==> src/rtl/sub_serial.sv <==
// Digit-serial unsigned subtractor: d = x - y as a width+1 bit two's-complement
// value, consuming `digit` bits per cycle through a single digit-wide adder cell.
`ifndef WIDTH
`define WIDTH 32
`endif

module sub_serial_digit #(
  parameter int digit = 4
) (
  input  logic [digit-1:0] a,
  input  logic [digit-1:0] b,
  input  logic             cin,
  output logic [digit-1:0] r,
  output logic             cout
);
  // a - b as a + ~b + cin; the carry out of the digit is the inverted borrow
  logic [digit:0] sum;
  assign sum  = {1'b0, a} + {1'b0, ~b} + {{digit{1'b0}}, cin};
  assign r    = sum[digit-1:0];
  assign cout = sum[digit];
endmodule

module sub_serial #(
  parameter int width = `WIDTH,
  parameter int digit = 4
) (
  input  logic             clk,
  input  logic             rst,
  input  logic             in_valid,
  output logic             in_ready,
  input  logic [width-1:0] x,
  input  logic [width-1:0] y,
  output logic             out_valid,
  input  logic             out_ready,
  output logic [width:0]   d,
  output logic             busy
);
  localparam int N  = (digit > 0) ? width / digit : 1;
  localparam int CW = (N > 1) ? $clog2(N) : 1;
  localparam logic [CW-1:0] LAST = CW'(N - 1);

  if (digit < 1 || digit > width || (width % digit) != 0 || (digit & (digit - 1)) != 0) begin : g_bad_digit
    $error("sub_serial: digit must be a power of two dividing width");
  end

  typedef enum logic [1:0] {IDLE, RUN, DONE} state_t;

  state_t           state;
  logic [width-1:0] xs, ys, res;
  logic             carry;
  logic [CW-1:0]    cnt;

  logic [digit-1:0] r_dig;
  logic             c_nxt;
  logic [width-1:0] res_nxt;

  sub_serial_digit #(.digit(digit)) u_digit (
    .a    (xs[digit-1:0]),
    .b    (ys[digit-1:0]),
    .cin  (carry),
    .r    (r_dig),
    .cout (c_nxt)
  );

  // New digit enters at the top so after N steps the LSD has reached bit 0
  assign res_nxt = width'({r_dig, res} >> digit);

  always_ff @(posedge clk) begin
    if (rst) begin
      state     <= IDLE;
      xs        <= '0;
      ys        <= '0;
      res       <= '0;
      carry     <= 1'b0;
      cnt       <= '0;
      in_ready  <= 1'b1;
      out_valid <= 1'b0;
      busy      <= 1'b0;
      d         <= '0;
    end else begin
      case (state)
        IDLE: if (in_valid) begin
          xs       <= x;
          ys       <= y;
          carry    <= 1'b1;
          cnt      <= '0;
          state    <= RUN;
          in_ready <= 1'b0;
          busy     <= 1'b1;
        end
        RUN: begin
          xs    <= xs >> digit;
          ys    <= ys >> digit;
          carry <= c_nxt;
          res   <= res_nxt;
          cnt   <= cnt + CW'(1);
          if (cnt == LAST) begin
            d         <= {~c_nxt, res_nxt};
            state     <= DONE;
            out_valid <= 1'b1;
          end
        end
        DONE: if (out_ready) begin
          state     <= IDLE;
          out_valid <= 1'b0;
          in_ready  <= 1'b1;
          busy      <= 1'b0;
        end
        default: state <= IDLE;
      endcase
    end
  end
endmodule

==> config.mk <==
export PLATFORM = sky130hd
export DESIGN_NAME = sub_serial
export DESIGN_NICKNAME = d
export VERILOG_FILES = /design/src/rtl/sub_serial.sv
export SDC_FILE = /design/constraint.sdc
export NUM_CORES = 1
export LEC_CHECK = 0
export CORE_MARGIN = 1.5
export CORE_UTILIZATION = 35
export CTS_CLUSTER_SIZE = 8
export DETAILED_ROUTE_END_ITERATION = 10
export DONT_BUFFER_PORTS = 1
export PLACE_DENSITY_LB_ADDON = 0.25
export SLEW_MARGIN = 20
export SYNTH_ARGS = -nofsm -noshare
export SYNTH_HDL_FRONTEND = slang
export SYNTH_HIERARCHICAL = 1
export SYNTH_SLANG_ARGS = --single-unit
==> constraint.sdc <==
create_clock -name clk -period 1.58 [get_ports clk]
set_input_delay 0.395 -clock clk [delete_from_list [all_inputs] [get_ports clk]]
set_output_delay 0.395 -clock clk [all_outputs]
set_load 0.05 [all_outputs]
Word level (Yosys, flattened, before mapping)
Index checks and enable logic that the tools add are counted.

operators by class
  muxes and demuxes = 19
  bitwise operators = 2
  eq/ne operators = 6
  reduce and logical (&&, ||, !) cells = 9
  add/sub/neg operators = 3

operators with widths
  cell                                                                    number
  32-bit one-hot mux with 2 select lines                                  2
  32-bit 2-to-1 mux                                                       2
  3-bit AND reduction                                                     3
  1-bit one-hot mux with 2 select lines                                   4
  2-bit 2-to-1 mux                                                        3
  2-bit != test (second input constant)                                   3
  2-bit one-hot mux with 3 select lines                                   1
  3-bit one-hot mux with 2 select lines                                   1
  2-bit nonzero test                                                      3
  4-bit by 4-bit adder with 5-bit output                                  1
  5-bit by 1-bit adder with 5-bit output                                  1
  1-bit 2-to-1 mux                                                        5
  4-bit NOT                                                               1
  2-bit AND reduction                                                     2
  3-bit by 1-bit adder with 3-bit output (second input constant)          1
  3-bit equality test (second input constant)                             1
  3-bit 2-to-1 mux                                                        1
  2-bit by 1-bit equality test with 1-bit output (second input constant)  1
  2-bit equality test (second input constant)                             1
  2-bit zero test                                                         1
  1-bit NOT                                                               1

storage, ports and cells
  input port bits = 68
  output and inout bits = 36
  logic and storage cells = 49
  register bits = 138

Depth between registers and ports, before layout
Gate-level depths: netlist (run 1).

  depth after elaboration = 4
  mapped depth = 8
  mapped depth without buffers = 8

By module
Netlist (run 1), hierarchy kept.

by module, submodules not included
  module            area an instance (µm²)  cells each  instances  seq. area each (µm²)
  sub_serial        5353.9                  534         1          2682.6
  sub_serial_digit  151.4                   18          1          0.0

Worst setup path before layout (run 1)
Ideal clock, no wire load.

  path kind = register to register
  from = register xs[0]
  to = register carry
  path buffers = 0
  stages on the path, launching flop included = 9
  required time = 1450 ps
  setup time = 130 ps
  setup slack = -12 ps
  data arrival time = 1462 ps
  path through = dfxtp_1 -> inv_1 -> fa_1 -> inv_1 -> fa_1 -> a21o_2 -> a21o_1 -> nor2_1 -> nor3_1

on the way
  cells in the longest elaborated chain, start to end = 3

RTL lines
  what                                    RTL line  RTL
  start, declared                         49        logic [width-1:0] xs, ys, res;
  start signal, assigned                  92        xs <= xs >> digit;
  4-bit by 4-bit adder with 5-bit output  18        assign sum = {1'b0, a} + {1'b0, ~b} + {{digit{1'b0}}, cin};
  5-bit by 1-bit adder with 5-bit output  18
  named net c_nxt                         54        logic c_nxt;
  1-bit one-hot mux with 2 select lines   81        case (state)
  end signal, assigned                    94        carry <= c_nxt;
  end, declared                           50        logic carry;

The timed path passes the listed nets, and every way through them passes these cells.
A chain may end at the register's enable or synchronous reset.

Worst setup path after layout (run 1)
  from = register xs[0]
  to = register d[32]

on the way
  cells in the longest elaborated chain, start to end = 3

RTL lines
  what                                    RTL line  RTL
  4-bit by 4-bit adder with 5-bit output  18
  5-bit by 1-bit adder with 5-bit output  18
  named net c_nxt                         54
  1-bit NOT                               98        d <= {~c_nxt, res_nxt};
  end signal, assigned                    98
  end, declared                           35        output logic [width:0] d,

The timed path passes the listed nets, and every way through them passes these cells.

==> results of run 1 <==
-- repair_timing --
action | CTS | global route
pin swaps | 4 | 1
setup buffers | 2 | 0
setup endpoints to repair | 2 | 7
cloned | 0 | 1
resized for setup | 6 | 4
-- flip-flops by register name, indices dropped and copies added, names as in the netlist --
| signal | cells |
|---|---|
| state | 2 |
| out_valid | 1 |
| cnt | 3 |
| carry | 1 |
| res | 28 |
| d | 33 |
| busy | 1 |
| ys | 32 |
| xs | 32 |
| in_ready | 1 |
-- critical path: cells and delay by family (launching register included) --
family          cells  cell delay (ns)
compound gates      3             0.56
fa+ha+maj           2             0.55
flops               1             0.32
buf+inv             2             0.10
-- power groups by stage --
stage,clock [mW],sequential [mW],combinational (mW)
floorplan,0,3.71,0.601
global placement,0,3.73,0.699
detailed placement,0,3.74,0.714
CTS,3.80,3.67,0.734
global route,3.93,3.69,0.813
finish,3.72,3.67,0.740
-- cell usage after synthesis --
library cell	number	area, sq um
a211oi_1	1	7.51
a21o_1	3	22.5
a21o_2	1	8.76
a21oi_1	73	365
a22o_1	2	17.5
a31oi_1	1	6.26
and3b_1	1	8.76
buf_1	2	7.51
buf_2	17	85.1
buf_4	7	52.6
buf_6	5	56.3
clkbuf_1	13	48.8
clkbuf_2	1	5.00
dfxtp_1	134	2680
fa_1	2	40.0
ha_1	5	62.6
inv_1	10	37.5
mux2_2	1	11.3
mux2i_1	56	561
nand2_1	122	458
nand2b_1	2	12.5
nand3_1	9	45.0
nand3b_1	1	7.51
nor2_1	4	15.0
nor2_2	2	12.5
nor2b_1	3	18.8
nor3_1	1	5.00
nor3b_1	1	7.51
o21ai_0	11	55.1
o21ba_2	1	10.0
o21bai_1	1	7.51
o2bb2ai_1	16	140
o2bb2ai_2	40	601
or3_1	1	6.26
xnor2_1	1	8.76
xor2_1	1	8.76
-- cell families (layout without fill, tap and decap cells) --
group	count (synthesis)	in the layout	share of synthesized area
AO/OA/AOI/OAI	150	150	0.225
AND/OR/NAND/NOR	147	147	0.108
flip-flops	134	134	0.487
multiplexers	57	57	0.104
buffers and inverters	55	60	0.0532
adder cells (fa/ha/maj)	7	7	0.0186
XOR/XNOR	2	2	0.00318
-- final timing paths --
check	start	endpoint	slack, ns	cells after the start
worst min-delay path	rst	state[0]	0.08	1
worst max register to register	xs[0]	d[32]	-0.03	7
worst max-delay path	xs[0]	d[32]	-0.03	7
worst min register to register	res[7]	res[7]	0.46	2
-- metal layers --
layer / vias up / track usage
li1: 1925 / -
met1: 1834 / 0.191
met2: 97 / 0.226
met3: 15 / 0.0703
met4: 0 / 0.0674
met5: - / 0
-- cell type report --
cell class,instances,share of cell area
inverters,10,0.00587
multi-input cells,363,0.401
clock inverters,4,0.00705
clock buffers,24,0.0801
flip-flops and latches,134,0.421
well taps,211,0.0413
repair buffers,22,0.0442
-- through the flow --
stage	instances	util	total power, mW	setup WS (ns)	TNS, ns
floorplan	552	-	4.31	0.0394	0
global placement	737	0.378	4.43	0.0128	0
detailed placement	737	0.378	4.45	-0.0381	-0.0659
CTS	767	0.416	8.21	-0.0150	-0.0274
global route	768	0.419	8.43	-0.105	-0.290
finish	768	0.419	8.13	-0.0262	-0.0470
==> results.py, run 1 <==
metrics = {
    "layout": {
        "multiInputGateArea_sq_um": 2560,
        "stdcell_area_sq_um": 6390,
        "drive_gt1_frac": 0.194,
        "register_area_sq_um": 2690,
        "fillers": 1481,
        "final_cell_mix": "dfxtp_1, nand2_1, a21oi_1",
        "n_antenna_cell": 0,
        "final_common_cell": "dfxtp_1",
        "layout.nets": 623,
        "area_delta_synth_final_pct": 16.1,
    },
    "critical_path": {
        "worst_setup_path_start_kind": "flip-flop",
        "path_cells": "inv_2 -> fa_2 -> inv_2 -> fa_2 -> a21o_2 -> a21o_1 -> a211oi_2",
        "worstPathMaxFanout": 2,
        "critPathMaxStageDelay_ns": 0.36,
        "worstPathArrival_ns": 1.94,
        "crit_type": "reg -> reg",
        "required_ns": 1.92,
        "cp_slowest_cell": "fa_2",
        "cp-end-kind": "flip-flop",
    },
    "power": {
        "internal_power_mw": 6.25,
        "swShare": 0.231,
        "power_leakage_nw": 2.26,
        "p_switching_mw": 1.88,
        "ir_drop_mv": 0.766,
        "p_per_area_nw_per_um2": 1270,
        "combPwrFrac": 0.091,
        "pwr-share-clk": 0.458,
        "power_frac_seq": 0.452,
    },
    "floorplan": {
        "core-area_sq_um": 15300,
        "die_h_microns": 128,
        "num_rows": 45,
        "ios": 104,
        "initial_core_util": 0.361,
        "die_w_microns": 128,
        "dieArea_sq_um": 16500,
    },
    "sta": {
        "clock_skew_ns": 0.00467,
        "hold_viol_final": 0,
        "final.period_utilization": 1.02,
        "fmax_mhz": 623,
        "fin_crit_ns": 1.61,
        "drv_slew": 0,
        "max_slew_margin": 0.512,
        "whs_ns": 0.0767,
        "tightest_slew_ns": 0.731,
        "worst_slack_ns": -0.0262,
        "rsz0062_at_grt": "yes",
        "finalSetupViolCount": 2,
    },
    "global_routing": {
        "grt_pass1_vias": 3791,
        "antenna_found_initial": 0,
        "grt_max_degree": 79,
        "grt_usage": 0.153,
        "grt_pass1_wl_mm": 19.5,
        "grt-ovfl-total": 0,
    },
    "routing": {
        "route.vias.total": 3871,
        "routed.top_layer": "met4",
        "wl_per_cell_microns": 16.1,
        "wl_met2_mm": 5.48,
        "first_iter_violations": 197,
        "routed_wl_mm": 12.4,
        "dr.pass1.iters": 4,
        "drt-met1-wl_mm": 5.63,
        "wl_met3_mm": 1.03,
        "viasPerCell": 5.04,
        "final_antenna_net_count": 0,
        "drc_errors": 0,
    },
    "synthesis": {
        "ys_ff_latch": 134,
        "netlist_instances": 552,
        "synth_area_sq_um": 5510,
        "yosysWarnings": 6,
        "ys_types": 36,
        "avgSynthCellArea_sq_um": 9.97,
        "syn_nets": 627,
        "yosysSeqAreaShare": 0.487,
    },
    "clock_network": {
        "numClockSinks": 134,
        "cts.hold.buffers_added": 0,
        "clkLatencyLatePin_ns": 0.42,
        "cts_buffer_depth": 2,
        "cts-root-buf": "clkbuf_16",
        "h-tree-depth": 4,
        "cts_made_buffers": 17,
        "cts_tree": "done",
        "clk_pin_slew_ns": 0.06,
    },
    "place": {
        "postPlaceCellArea_sq_um": 5770,
        "dp_hpwl_mm": 7.97,
        "port_buffers": 0,
        "gp_congestion": 0.768,
    },
    "status": {
        "violations": "setup timing",
        "outcome": "finished with violations",
    },
    "run": {
        "drv_cap": 0,
    },
    "min_path": {
        "worstHoldPathType": "in -> reg",
    },
}
Power figures use the tool's default switching activity.
==> run 2, diff against run 1 <==
- clock period: 1.58 -> 1.78 ns (I/O delays scaled with it)
==> results.py, run 2 (synthesized netlist as in run 1, its figures left out) <==
metrics = {
    "critical_path": {
        "worstPathMaxFanout": 2,
        "crit_cells": 7,
        "worstPathArrival_ns": 1.96,
        "crit_type": "reg -> reg",
        "critPathMaxStageDelay_ns": 0.35,
        "worst_setup_path_start_kind": "flip-flop",
        "r2r-start": "xs[0]",
        "path_common_cell": "inv_1",
        "cp_slowest_cell": "fa_2",
        "cp_top_family": "compound AO/OA/AOI/OAI gates",
        "cp-end-kind": "flip-flop",
        "reg2reg_slack_ns": 0.14,
        "r2r_cells": 7,
        "path_cells": "inv_1 -> fa_1 -> inv_1 -> fa_2 -> a21o_2 -> a21o_1 -> a211oi_1",
        "crit_buf_inv": 2,
        "required_ns": 2.11,
        "reg2reg_to": "d[32]",
    },
    "layout": {
        "drive_gt1_frac": 0.168,
        "largestRegisters": "d x33, xs x32, ys x32",
        "final_core_util": 0.411,
        "largest-register": "d",
        "layout.nets": 616,
        "final_cell_mix": "dfxtp_1, nand2_1, a21oi_1",
        "final_common_cell": "dfxtp_1",
        "stdcell_area_sq_um": 6270,
        "fillers": 1482,
        "n_antenna_cell": 0,
        "largest_reg_flops": 33,
        "area_delta_synth_final_pct": 13.9,
    },
    "power": {
        "pwr-share-clk": 0.478,
        "power_frac_seq": 0.443,
        "ir_drop_mv": 0.665,
        "combPwrFrac": 0.080,
        "p_switching_mw": 1.72,
        "swShare": 0.233,
        "finalPower_mw": 7.38,
        "power_leakage_nw": 2.21,
        "internal_power_mw": 5.66,
        "p_per_area_nw_per_um2": 1180,
    },
    "status": {
        "outcome": "finished clean",
    },
    "routing": {
        "first_iter_violations": 178,
        "final_antenna_net_count": 0,
        "viasPerCell": 5.00,
        "route.vias.total": 3826,
        "wl_per_cell_microns": 15.8,
        "routed_wl_mm": 12.1,
        "drc_errors": 0,
        "dr.pass1.iters": 4,
    },
    "place": {
        "postPlaceCellArea_sq_um": 5680,
        "gp_congestion": 0.774,
        "port_buffers": 0,
        "dp_hpwl_mm": 7.99,
    },
    "floorplan": {
        "dieArea_sq_um": 16500,
        "num_rows": 45,
        "die_h_microns": 128,
        "die_w_microns": 128,
        "core-area_sq_um": 15300,
        "ios": 104,
        "initial_core_util": 0.361,
    },
    "clock_network": {
        "cts_tree": "done",
        "h-tree-depth": 4,
        "post_cts_buffers": 0,
        "numClockSinks": 134,
        "cts-root-buf": "clkbuf_16",
        "cts_made_buffers": 17,
        "cts_buffer_depth": 2,
        "clkLatencyLatePin_ns": 0.41,
        "cts.hold.buffers_added": 0,
        "post_cts_resized": 0,
        "clk_pin_slew_ns": 0.06,
    },
    "sta": {
        "final.period_utilization": 0.921,
        "fmax_mhz": 610,
        "finalSetupTns_ns": 0,
        "rsz0062_at_grt": "no",
        "hold_viol_final": 0,
        "whs_ns": 0.0969,
        "drv_slew": 0,
        "max_slew_margin": 0.601,
        "clock_skew_ns": 0.00592,
        "finalSetupViolCount": 0,
        "tightest_slew_ns": 0.597,
        "fin_crit_ns": 1.64,
    },
    "global_routing": {
        "grt_pass1_wl_mm": 20.0,
        "gr-max-usage-layer": "met2",
        "use_met3": 0.0553,
        "grt_max_degree": 79,
        "grt-ovfl-total": 0,
        "grt_use_met2": 0.239,
        "antenna_found_initial": 0,
        "grt_usage": 0.155,
        "met1_usage": 0.191,
        "grt_pass1_vias": 3907,
    },
    "min_path": {
        "min-delay-start": "rst",
        "hold_end": "d[14]",
        "hold_path_depth": 1,
        "worstHoldPathType": "in -> reg",
    },
    "run": {
        "drv_cap": 0,
    },
}
## run 2: changes by cell type in the layout (fill, tap and decap cells not counted), sizes merged
cell      before  now
clkinv         3    6
clkbuf        25   22
bufinv         1    3
buf           21   15
clkinvlp       0    1
## run 2: cell type report
class                   instances  area [sq um]  area share
clock buffers                  22           464      0.0740
clock inverters                10           128      0.0204
inverters                      10          37.5     0.00599
multi-input cells             363          2540       0.405
flip-flops and latches        134          2690       0.428
well taps                     211           264      0.0421
repair buffers                 15           150      0.0239
## run 2: worst max-delay path by stage
stage	from	endpoint	slack, ns
after floorplan	xs[0]	carry	0.19
after global placement	xs[0]	carry	0.15
after detailed placement	xs[0]	d[32]	0.1
after CTS	xs[0]	d[32]	0.08
after global routing	xs[0]	res[30]	0.02
final	xs[0]	d[32]	0.14
## run 2: worst reg2reg max path, stage by stage (launching register included)
cell      delay (ns)
dfxtp_1         0.32
inv_1           0.08
fa_1            0.17
inv_1           0.07
fa_2            0.35
a21o_2          0.19
a21o_1          0.19
a211oi_1        0.20
## run 2: power by group through the flow
stage	combinational (mW)	clock [mW]	sequential, mW
after floorplan	0.532	0	3.29
after global placement	0.575	0	3.32
after detailed placement	0.595	0	3.33
after CTS	0.598	3.62	3.26
after global routing	0.654	3.75	3.28
final	0.588	3.52	3.26
## run 2: routing by layer
layer	wire, microns	vias up
met5	0	-
met4	371	0
met3	655	31
met2	5540	79
met1	5500	1807
li1	-	1909
## run 2: through the flow
step | std cells | setup slack [ns]
floorplan | 552 | 0.188
global placement | 733 | 0.149
CTS | 765 | 0.0817
detailed placement | 733 | 0.0965
finish | 765 | 0.141
global route | 765 | 0.0164
